## src/rtl/mt_sequencer_if.sv

```systemverilog
// mt_sequencer_if: seed control, tempered-word stream and state-RAM bus of the MT sequencer
// Ports (master = sequencer side):
//   seed_req/seed            reseed request and value
//   busy                     seeding or twisting
//   out_valid/out_ready/out_data  tempered word stream
//   mem_raddr0..2/mem_rdata0..2   three 1-cycle-latency read ports
//   mem_we/mem_waddr/mem_wdata    single write port
interface mt_sequencer_if #(parameter int N = 624);
  localparam int IW = $clog2(N);
  logic seed_req;
  logic [31:0] seed;
  logic busy;
  logic out_valid;
  logic out_ready;
  logic [31:0] out_data;
  logic [IW-1:0] mem_raddr0, mem_raddr1, mem_raddr2;
  logic [31:0] mem_rdata0, mem_rdata1, mem_rdata2;
  logic mem_we;
  logic [IW-1:0] mem_waddr;
  logic [31:0] mem_wdata;
  modport master (
    input seed_req, seed, out_ready, mem_rdata0, mem_rdata1, mem_rdata2,
    output busy, out_valid, out_data, mem_raddr0, mem_raddr1, mem_raddr2, mem_we, mem_waddr, mem_wdata
  );
  modport slave (
    output seed_req, seed, out_ready, mem_rdata0, mem_rdata1, mem_rdata2,
    input busy, out_valid, out_data, mem_raddr0, mem_raddr1, mem_raddr2, mem_we, mem_waddr, mem_wdata
  );
endinterface

```

## src/rtl/mt_sequencer.sv

```systemverilog
// mt_sequencer: Mersenne-Twister control FSM sequencing seeding, in-place twist and tempered output
// Ports:
//   clk   clock
//   rst   synchronous reset, active-low (reloads DEFAULT_SEED)
//   bus   mt_sequencer_if.master: seed request, output stream, state-RAM read/write ports
module mt_sequencer #(
  parameter int N = 624,
  parameter int M = 397,
  parameter int R = 31,
  parameter logic [31:0] A = 32'h9908B0DF,
  parameter int U = 11,
  parameter logic [31:0] D = 32'hFFFFFFFF,
  parameter int S = 7,
  parameter logic [31:0] B = 32'h9D2C5680,
  parameter int T = 15,
  parameter logic [31:0] C = 32'hEFC60000,
  parameter int L = 18,
  parameter logic [31:0] F = 32'd1812433253,
  parameter logic [31:0] DEFAULT_SEED = 32'd5489
) (
  input logic clk,
  input logic rst,
  mt_sequencer_if.master bus
);
  localparam int IW = $clog2(N);
  localparam logic [IW:0] NW = (IW+1)'(N);
  localparam logic [IW:0] LAST = (IW+1)'(N - 1);
  localparam logic [IW:0] MW = (IW+1)'(M);
  localparam logic [31:0] UPPER = ~((32'd1 << R) - 32'd1);
  typedef enum logic [1:0] {SEED, TWIST, SERVE_FETCH, SERVE_HOLD} state_t;
  state_t r_state;
  logic [IW:0] r_idx;
  logic [31:0] r_val;
  logic [IW:0] w_idx1;
  logic [IW-1:0] w_idxm, w_widx;
  logic w_rd, w_rd0;
  logic [31:0] w_y, w_twist, w_t0, w_t1, w_t2, w_t3, w_next_val;
  // w_idx1 wraps at N-1: serves as (c+1)%N in TWIST and as the next index in SEED/SERVE
  assign w_idx1 = r_idx == LAST ? '0 : r_idx + 1'b1;
  assign w_idxm = IW'(r_idx + MW >= NW ? r_idx + MW - NW : r_idx + MW);
  assign w_widx = IW'(r_idx - 1'b1);
  // TWIST runs N+1 cycles: reads in cycles 0..N-1, writes lag one cycle behind the reads
  assign w_rd = r_state == TWIST && r_idx != NW;
  assign w_rd0 = w_rd || r_state == SERVE_FETCH || r_state == SERVE_HOLD;
  assign w_y = (bus.mem_rdata0 & UPPER) | (bus.mem_rdata1 & ~UPPER);
  assign w_twist = bus.mem_rdata2 ^ (w_y >> 1) ^ (w_y[0] ? A : 32'd0);
  assign w_t0 = bus.mem_rdata0 ^ ((bus.mem_rdata0 >> U) & D);
  assign w_t1 = w_t0 ^ ((w_t0 << S) & B);
  assign w_t2 = w_t1 ^ ((w_t1 << T) & C);
  assign w_t3 = w_t2 ^ (w_t2 >> L);
  assign w_next_val = F * (r_val ^ (r_val >> 30)) + 32'(r_idx + 1'b1);
  assign bus.busy = r_state == SEED || r_state == TWIST;
  assign bus.out_valid = r_state == SERVE_HOLD;
  // raddr0 stays on idx through SERVE_HOLD, so rdata0 (and the tempered word) is stable while stalled
  assign bus.out_data = r_state == SERVE_HOLD ? w_t3 : '0;
  assign bus.mem_raddr0 = w_rd0 ? r_idx[IW-1:0] : '0;
  assign bus.mem_raddr1 = w_rd ? w_idx1[IW-1:0] : '0;
  assign bus.mem_raddr2 = w_rd ? w_idxm : '0;
  assign bus.mem_we = rst && (r_state == SEED || (r_state == TWIST && r_idx != '0));
  assign bus.mem_waddr = r_state == SEED ? r_idx[IW-1:0] : w_widx;
  assign bus.mem_wdata = r_state == SEED ? r_val : w_twist;
  always_ff @(posedge clk)
    if (!rst) begin
      r_state <= SEED;
      r_idx <= '0;
      r_val <= DEFAULT_SEED;
    end else if (bus.seed_req) begin
      r_state <= SEED;
      r_idx <= '0;
      r_val <= bus.seed;
    end else
      case (r_state)
        SEED: begin
          r_val <= w_next_val;
          r_idx <= w_idx1;
          r_state <= r_idx == LAST ? TWIST : SEED;
        end
        TWIST: begin
          r_idx <= r_idx == NW ? '0 : r_idx + 1'b1;
          r_state <= r_idx == NW ? SERVE_FETCH : TWIST;
        end
        SERVE_FETCH: r_state <= SERVE_HOLD;
        SERVE_HOLD:
          if (bus.out_ready) begin
            r_idx <= w_idx1;
            r_state <= r_idx == LAST ? TWIST : SERVE_FETCH;
          end
        default: r_state <= SEED;
      endcase
endmodule

```

## src/flat_wrapper.sv

```systemverilog
// flat-port wrapper written by rule: the top's interface ports become plain ports
module mt_sequencer_flat 
#(
  parameter int N = 624,
  parameter int M = 397,
  parameter int R = 31,
  parameter logic [31:0] A = 32'h9908B0DF,
  parameter int U = 11,
  parameter logic [31:0] D = 32'hFFFFFFFF,
  parameter int S = 7,
  parameter logic [31:0] B = 32'h9D2C5680,
  parameter int T = 15,
  parameter logic [31:0] C = 32'hEFC60000,
  parameter int L = 18,
  parameter logic [31:0] F = 32'd1812433253,
  parameter logic [31:0] DEFAULT_SEED = 32'd5489
)
  (clk, rst, bus_seed_req, bus_seed, bus_out_ready, bus_mem_rdata0, bus_mem_rdata1, bus_mem_rdata2, bus_busy, bus_out_valid, bus_out_data, bus_mem_raddr0, bus_mem_raddr1, bus_mem_raddr2, bus_mem_we, bus_mem_waddr, bus_mem_wdata);
  mt_sequencer_if #(.N(N)) bus_i ();
  input logic clk;
  input logic rst;
  input wire logic [$bits(bus_i.seed_req)-1:0] bus_seed_req;
  input wire logic [$bits(bus_i.seed)-1:0] bus_seed;
  input wire logic [$bits(bus_i.out_ready)-1:0] bus_out_ready;
  input wire logic [$bits(bus_i.mem_rdata0)-1:0] bus_mem_rdata0;
  input wire logic [$bits(bus_i.mem_rdata1)-1:0] bus_mem_rdata1;
  input wire logic [$bits(bus_i.mem_rdata2)-1:0] bus_mem_rdata2;
  output wire logic [$bits(bus_i.busy)-1:0] bus_busy;
  output wire logic [$bits(bus_i.out_valid)-1:0] bus_out_valid;
  output wire logic [$bits(bus_i.out_data)-1:0] bus_out_data;
  output wire logic [$bits(bus_i.mem_raddr0)-1:0] bus_mem_raddr0;
  output wire logic [$bits(bus_i.mem_raddr1)-1:0] bus_mem_raddr1;
  output wire logic [$bits(bus_i.mem_raddr2)-1:0] bus_mem_raddr2;
  output wire logic [$bits(bus_i.mem_we)-1:0] bus_mem_we;
  output wire logic [$bits(bus_i.mem_waddr)-1:0] bus_mem_waddr;
  output wire logic [$bits(bus_i.mem_wdata)-1:0] bus_mem_wdata;
  assign bus_i.seed_req = bus_seed_req;
  assign bus_i.seed = bus_seed;
  assign bus_i.out_ready = bus_out_ready;
  assign bus_i.mem_rdata0 = bus_mem_rdata0;
  assign bus_i.mem_rdata1 = bus_mem_rdata1;
  assign bus_i.mem_rdata2 = bus_mem_rdata2;
  assign bus_busy = bus_i.busy;
  assign bus_out_valid = bus_i.out_valid;
  assign bus_out_data = bus_i.out_data;
  assign bus_mem_raddr0 = bus_i.mem_raddr0;
  assign bus_mem_raddr1 = bus_i.mem_raddr1;
  assign bus_mem_raddr2 = bus_i.mem_raddr2;
  assign bus_mem_we = bus_i.mem_we;
  assign bus_mem_waddr = bus_i.mem_waddr;
  assign bus_mem_wdata = bus_i.mem_wdata;
  mt_sequencer #(.N(N), .M(M), .R(R), .A(A), .U(U), .D(D), .S(S), .B(B), .T(T), .C(C), .L(L), .F(F), .DEFAULT_SEED(DEFAULT_SEED)) u_core (.clk(clk), .rst(rst), .bus(bus_i));
endmodule
```

## config.mk

```make
export PLATFORM = sky130hd
export DESIGN_NAME = mt_sequencer_flat
export DESIGN_NICKNAME = d
export VERILOG_FILES = /design/src/rtl/mt_sequencer_if.sv /design/src/rtl/mt_sequencer.sv /design/src/flat_wrapper.sv
export SDC_FILE = /design/constraint.sdc
export NUM_CORES = 1
export LEC_CHECK = 0
export BUFFER_PORTS_ARGS = -buffer_cell sky130_fd_sc_hd__buf_2
export CORE_ASPECT_RATIO = 1.25
export CORE_MARGIN = 8
export CORE_UTILIZATION = 60
export DETAILED_ROUTE_END_ITERATION = 16
export HOLD_SLACK_MARGIN = 0.02
export PLACE_DENSITY = 0.85
export SLEW_MARGIN = 20
export SYNTH_ARGS = -nofsm -noshare
export SYNTH_HDL_FRONTEND = slang
export SYNTH_SLANG_ARGS = --single-unit
```

## constraint.sdc

```tcl
create_clock -name clk -period 20.1 [get_ports clk]
set_input_delay 4.02 -clock clk [delete_from_list [all_inputs] [get_ports clk]]
set_output_delay 4.02 -clock clk [all_outputs]
set_load 0.03 [all_outputs]
```

# Word level (Yosys, flattened, before mapping)

Index checks and enable logic that the tools add are counted.

$add $sub $neg: 6
Multipliers: 1
$lt $le $gt $ge: 1
Equality and inequality tests: 7
Multiplexer cells: 19
Bitwise logic cells: 9
Reduce and logical (&&, ||, !) cells: 13

Operator list:

| kind                                                   | count |
|---|---|
| two-way mux 32 bit                                     | 5 |
| bitwise XOR 32 bit                                     | 3 |
| two-way mux 10 bit                                     | 5 |
| two-way mux 11 bit                                     | 3 |
| case mux 11 bit (3 select lines)                       | 1 |
| adder 32 bit                                           | 1 |
| multiplier 31 x 32 -> 32 bit (first input constant)    | 1 |
| bitwise OR 32 x 31 -> 32 bit                           | 1 |
| bitwise XOR 32 x 14 -> 32 bit                          | 1 |
| bitwise XOR 32 x 2 -> 32 bit                           | 1 |
| bitwise XOR 32 x 21 -> 32 bit                          | 1 |
| bitwise XOR 32 x 31 -> 32 bit                          | 1 |
| equality test 11 x 10 -> 1 bit (second input constant) | 2 |
| adder 11 x 1 -> 12 bit (second input constant)         | 1 |
| adder 11 x 1 -> 11 bit (second input constant)         | 1 |
| adder 11 x 9 -> 11 bit (second input constant)         | 1 |
| >= comparator 11 x 10 -> 1 bit (second input constant) | 1 |
| != test 11 x 10 -> 1 bit (second input constant)       | 1 |
| nonzero test 11 bit                                    | 1 |
| subtractor 10 x 1 -> 10 bit (second input constant)    | 1 |
| subtractor 10 bit (second input constant)              | 1 |
| case mux 2 bit (4 select lines)                        | 1 |
| two-way mux 2 bit                                      | 3 |
| equality test 2 bit (second input constant)            | 2 |
| 11 further kinds                                       | 16 |

Register bits after elaboration: 45
Input port bits: 132
Output and inout bits: 107

# Logic depth before layout (Yosys ltp)

Depth after elaboration: 5
Mapped depth: 26

# Worst setup path after synthesis

Ideal clock, no wire load.

Path type: input to output
Start: in bus_mem_rdata1[0]
End: out bus_mem_wdata[12]
Arrival: 5.575 ns
Data required time: 16.080 ns
Path slack: 10.505 ns
Stages on the path: 4
Path buffers: 2
Path through: clkbuf_1 > clkbuf_1 > xnor2_1 > o21ai_0

Longest elaborated chain between the ends: 4

RTL lines:

| element                      | RTL line           | RTL |
|---|---|---|
| start: declaration           | flat_wrapper.sv:26 | `input wire logic [$bits(bus_i.mem_rdata1)-1:0] bus_mem_rdata1;` |
| bitwise OR 32 x 31 -> 32 bit | mt_sequencer.sv:45 | `assign w_y = (bus.mem_rdata0 & UPPER) \| (bus.mem_rdata1 & ~UPPER);` |
| two-way mux 32 bit           | mt_sequencer.sv:46 | `assign w_twist = bus.mem_rdata2 ^ (w_y >> 1) ^ (w_y[0] ? A : 32'd0);` |
| bitwise XOR 32 bit           | mt_sequencer.sv:46 |  |
| two-way mux 32 bit           | mt_sequencer.sv:61 | `assign bus.mem_wdata = r_state == SEED ? r_val : w_twist;` |
| end: declaration             | flat_wrapper.sv:36 | `output wire logic [$bits(bus_i.mem_wdata)-1:0] bus_mem_wdata;` |

Every way passes these cells.

# Worst setup path after layout

Start: in bus_mem_rdata0[2]
End: out bus_out_data[6]

Longest elaborated chain between the ends: 5

RTL lines:

| element                       | RTL line           | RTL |
|---|---|---|
| start: declaration            | flat_wrapper.sv:25 | `input wire logic [$bits(bus_i.mem_rdata0)-1:0] bus_mem_rdata0;` |
| bitwise XOR 32 x 21 -> 32 bit | mt_sequencer.sv:47 | `assign w_t0 = bus.mem_rdata0 ^ ((bus.mem_rdata0 >> U) & D);` |
| bitwise XOR 32 bit            | mt_sequencer.sv:48 | `assign w_t1 = w_t0 ^ ((w_t0 << S) & B);` |
| bitwise XOR 32 bit            | mt_sequencer.sv:49 | `assign w_t2 = w_t1 ^ ((w_t1 << T) & C);` |
| bitwise XOR 32 x 14 -> 32 bit | mt_sequencer.sv:50 | `assign w_t3 = w_t2 ^ (w_t2 >> L);` |
| two-way mux 32 bit            | mt_sequencer.sv:55 | `assign bus.out_data = r_state == SERVE_HOLD ? w_t3 : '0;` |
| end: declaration              | flat_wrapper.sv:30 | `output wire logic [$bits(bus_i.out_data)-1:0] bus_out_data;` |

Every way passes these cells.

==> results.txt <==
final max-slew violation count - 0
drt drc - 0
# clock sinks - 45
CTS root buf - clkbuf_16
fin area - 14300 um2
Die H - 179.0 um
Fill cells - 1594
max_slew headroom - 0.2922
largest net degree at the start of global routing - 83
Crit Path Class - in2out
Final Skew - 0.01095 ns
Post-synth ARST share - 0
Sum Neg Setup Slack - 0 ns
synthesized-area fraction occupied by adder cells - 0.4780
data required time of the worst path - 16.08 ns
Compound-Gate Fraction of Synth Area - 0.1138
CP arrival - 5.53 ns
Via density - 5.813
top cell type's share of synthesized area - 0.2434
period utilisation layout - 0.4753
Placed Cells - 1932
synthesized area per cell - 8.678 um2
GR Layer Usage met3 - 0.06818
post_cts resized - 0
Die Area - 26200 um2
Util after Layout - 0.6870
#FFs+latches synth - 45
Max Root-Sink Buffers - 2
Max Fclk - 104.7 MHz
Hold Buf Count CTS - 0
endpoints failing setup - 0
row count - 59
Die Wd - 146.4 um
post-CTS setup repair buffer count - 0
post-synthesis simple-gate area fraction - 0.1061
Hold Violations, Final - 0
share of layout cells above drive strength 1 - 0.1609
H-Tree Depth - 2
Synth Area in XOR/XNOR - 0.1271
Num CTS Buffers - 5
Yosys top cell by area - fa_1
global-route wire length before repair - 61840 um
Non-Filler Instances - 1941
Starting Density - 0.6124
Core ar. - 20820 um2
P&R area growth vs syn - 12.18%
Yosys cell types - 65
Synth Warn # - 0
Mapped Nets - 1995
Worst setup SP type - primary input
CTS clk-pin slew, worst paths - 0.07 ns
most frequent cells in the layout - inv_1, ha_1, buf_2
DRT antenna net count - 0
met1 Resource Use GR - 0.3175
max-cap violations - 0
Routed Wire Length - 39650 um
multiplexer share of the synthesized area - 0.005594
worst-margin pin slew - 1.055 ns
GRT Max-Usage Layer - met2
RePlAce Congestion - 0.8942
initial antenna violation count - 2
Critical Path End Type - primary output
Area contributors post-synth - fa_1, ha_1, xnor2_1
Post-synth EDFFs - 0
Top FF cell, synth - dfxtp_1
RSZ-0062 raised after global routing - false
clock latency at the later pin of the worst-skew pair - 0.32 ns
min cycle time layout - 9.554 ns
crit path max fanout - 3
worst min path class - reg2reg
via count - 11280
met2 usage - 0.5404
commonest non-fill, non-tap cell in the layout - inv_1
FF/Latch Area - 900.9 um2
dpl hpwl - 32390 um
Post-Syn Area - 12750 um2
GRT Util Overall - 0.2989
placed inst area - 14130 um2
gr ovfl total - 0
outcome - completed
DR iter-0 viols - 761
vias in the first global route - 12450
Buffers on Ports - 237
largest family of logic cells by synthesized area - adder cells
Mapped Cells - 1469
sequential fraction of the synthesis area - 0.07066
Multi-input gate area - 10600 um2
CTS tree - done
WL per Instance - 20.43 um
num ports - 239
Final #Nets - 2191
drt pass-1 iters - 5
[sequential cells by signal (all words and copies together) (netlist names)]
register,flops
u_core.r_state,2
u_core.r_idx,11
u_core.r_val,32
[synth_stat cells, types with 11 or more instances]
cell,count
clkbuf_1,45
dfxtp_1,45
nand2_1,86
inv_1,279
a21o_1,15
and3_1,16
a21oi_1,53
o21ai_0,73
ha_1,239
nor2_1,78
fa_1,155
xnor2_1,131
o211ai_1,11
nor2b_1,26
nand3_1,18
xor2_1,54
[worst max-delay path, stage by stage]
cell and delay [ns]:
buf_2 0.10, xnor2_1 0.36, xor2_1 0.18, xnor2_1 0.42, xnor2_1 0.12, nor2_1 0.09, buf_2 0.23
[stage by stage]
stage	hold WS [ns]	setup slack [ns]
global placement	0.6049	10.61
floorplan	0.5391	10.51
detailed placement	0.6318	10.56
CTS	0.6452	10.54
finish	0.6557	10.55
global route	0.6941	10.30
[path summary, 6_finish.rpt]
path	startpoint	to	slack (ns)	cells past startpoint
max	bus_mem_rdata0[2]	bus_out_data[6]	10.55	7
min	u_core.r_state[1]	u_core.r_state[1]	0.66	2
max reg2reg	u_core.r_idx[0]	u_core.r_val[30]	12.55	25
min reg2reg	u_core.r_state[1]	u_core.r_state[1]	0.66	2
[routing by layer]
metal / up-vias / routed length [um]
met3: 153 / 3345
met1: 5439 / 13890
li1: 5147 / -
met5: - / 12
met4: 2 / 2186
met2: 543 / 20210
[cells by family after synthesis]
kind of cell	Yosys count
adder cells (fa/ha/maj)	394
buffers and inverters	334
AND/OR/NAND/NOR	279
AO/OA/AOI/OAI	225
XOR/XNOR	185
flip-flops	45
multiplexers	7
[area by class of cell]
type                            instances  share of cell area
Inverter                              279             0.07323
Multi-Input combinational cell       1090              0.7409
Sequential cell                        45             0.06299
Clock inverter                          3            0.003325
Antenna cell                            1           0.0001750
Timing Repair Buffer                  244             0.08661
Clock buffer                            5            0.008749
Tap cell                              274             0.02397
Power is left out: the tool's default activity adds up to more than one toggle a clock period on the data nets, which glitch-free logic cannot reach.
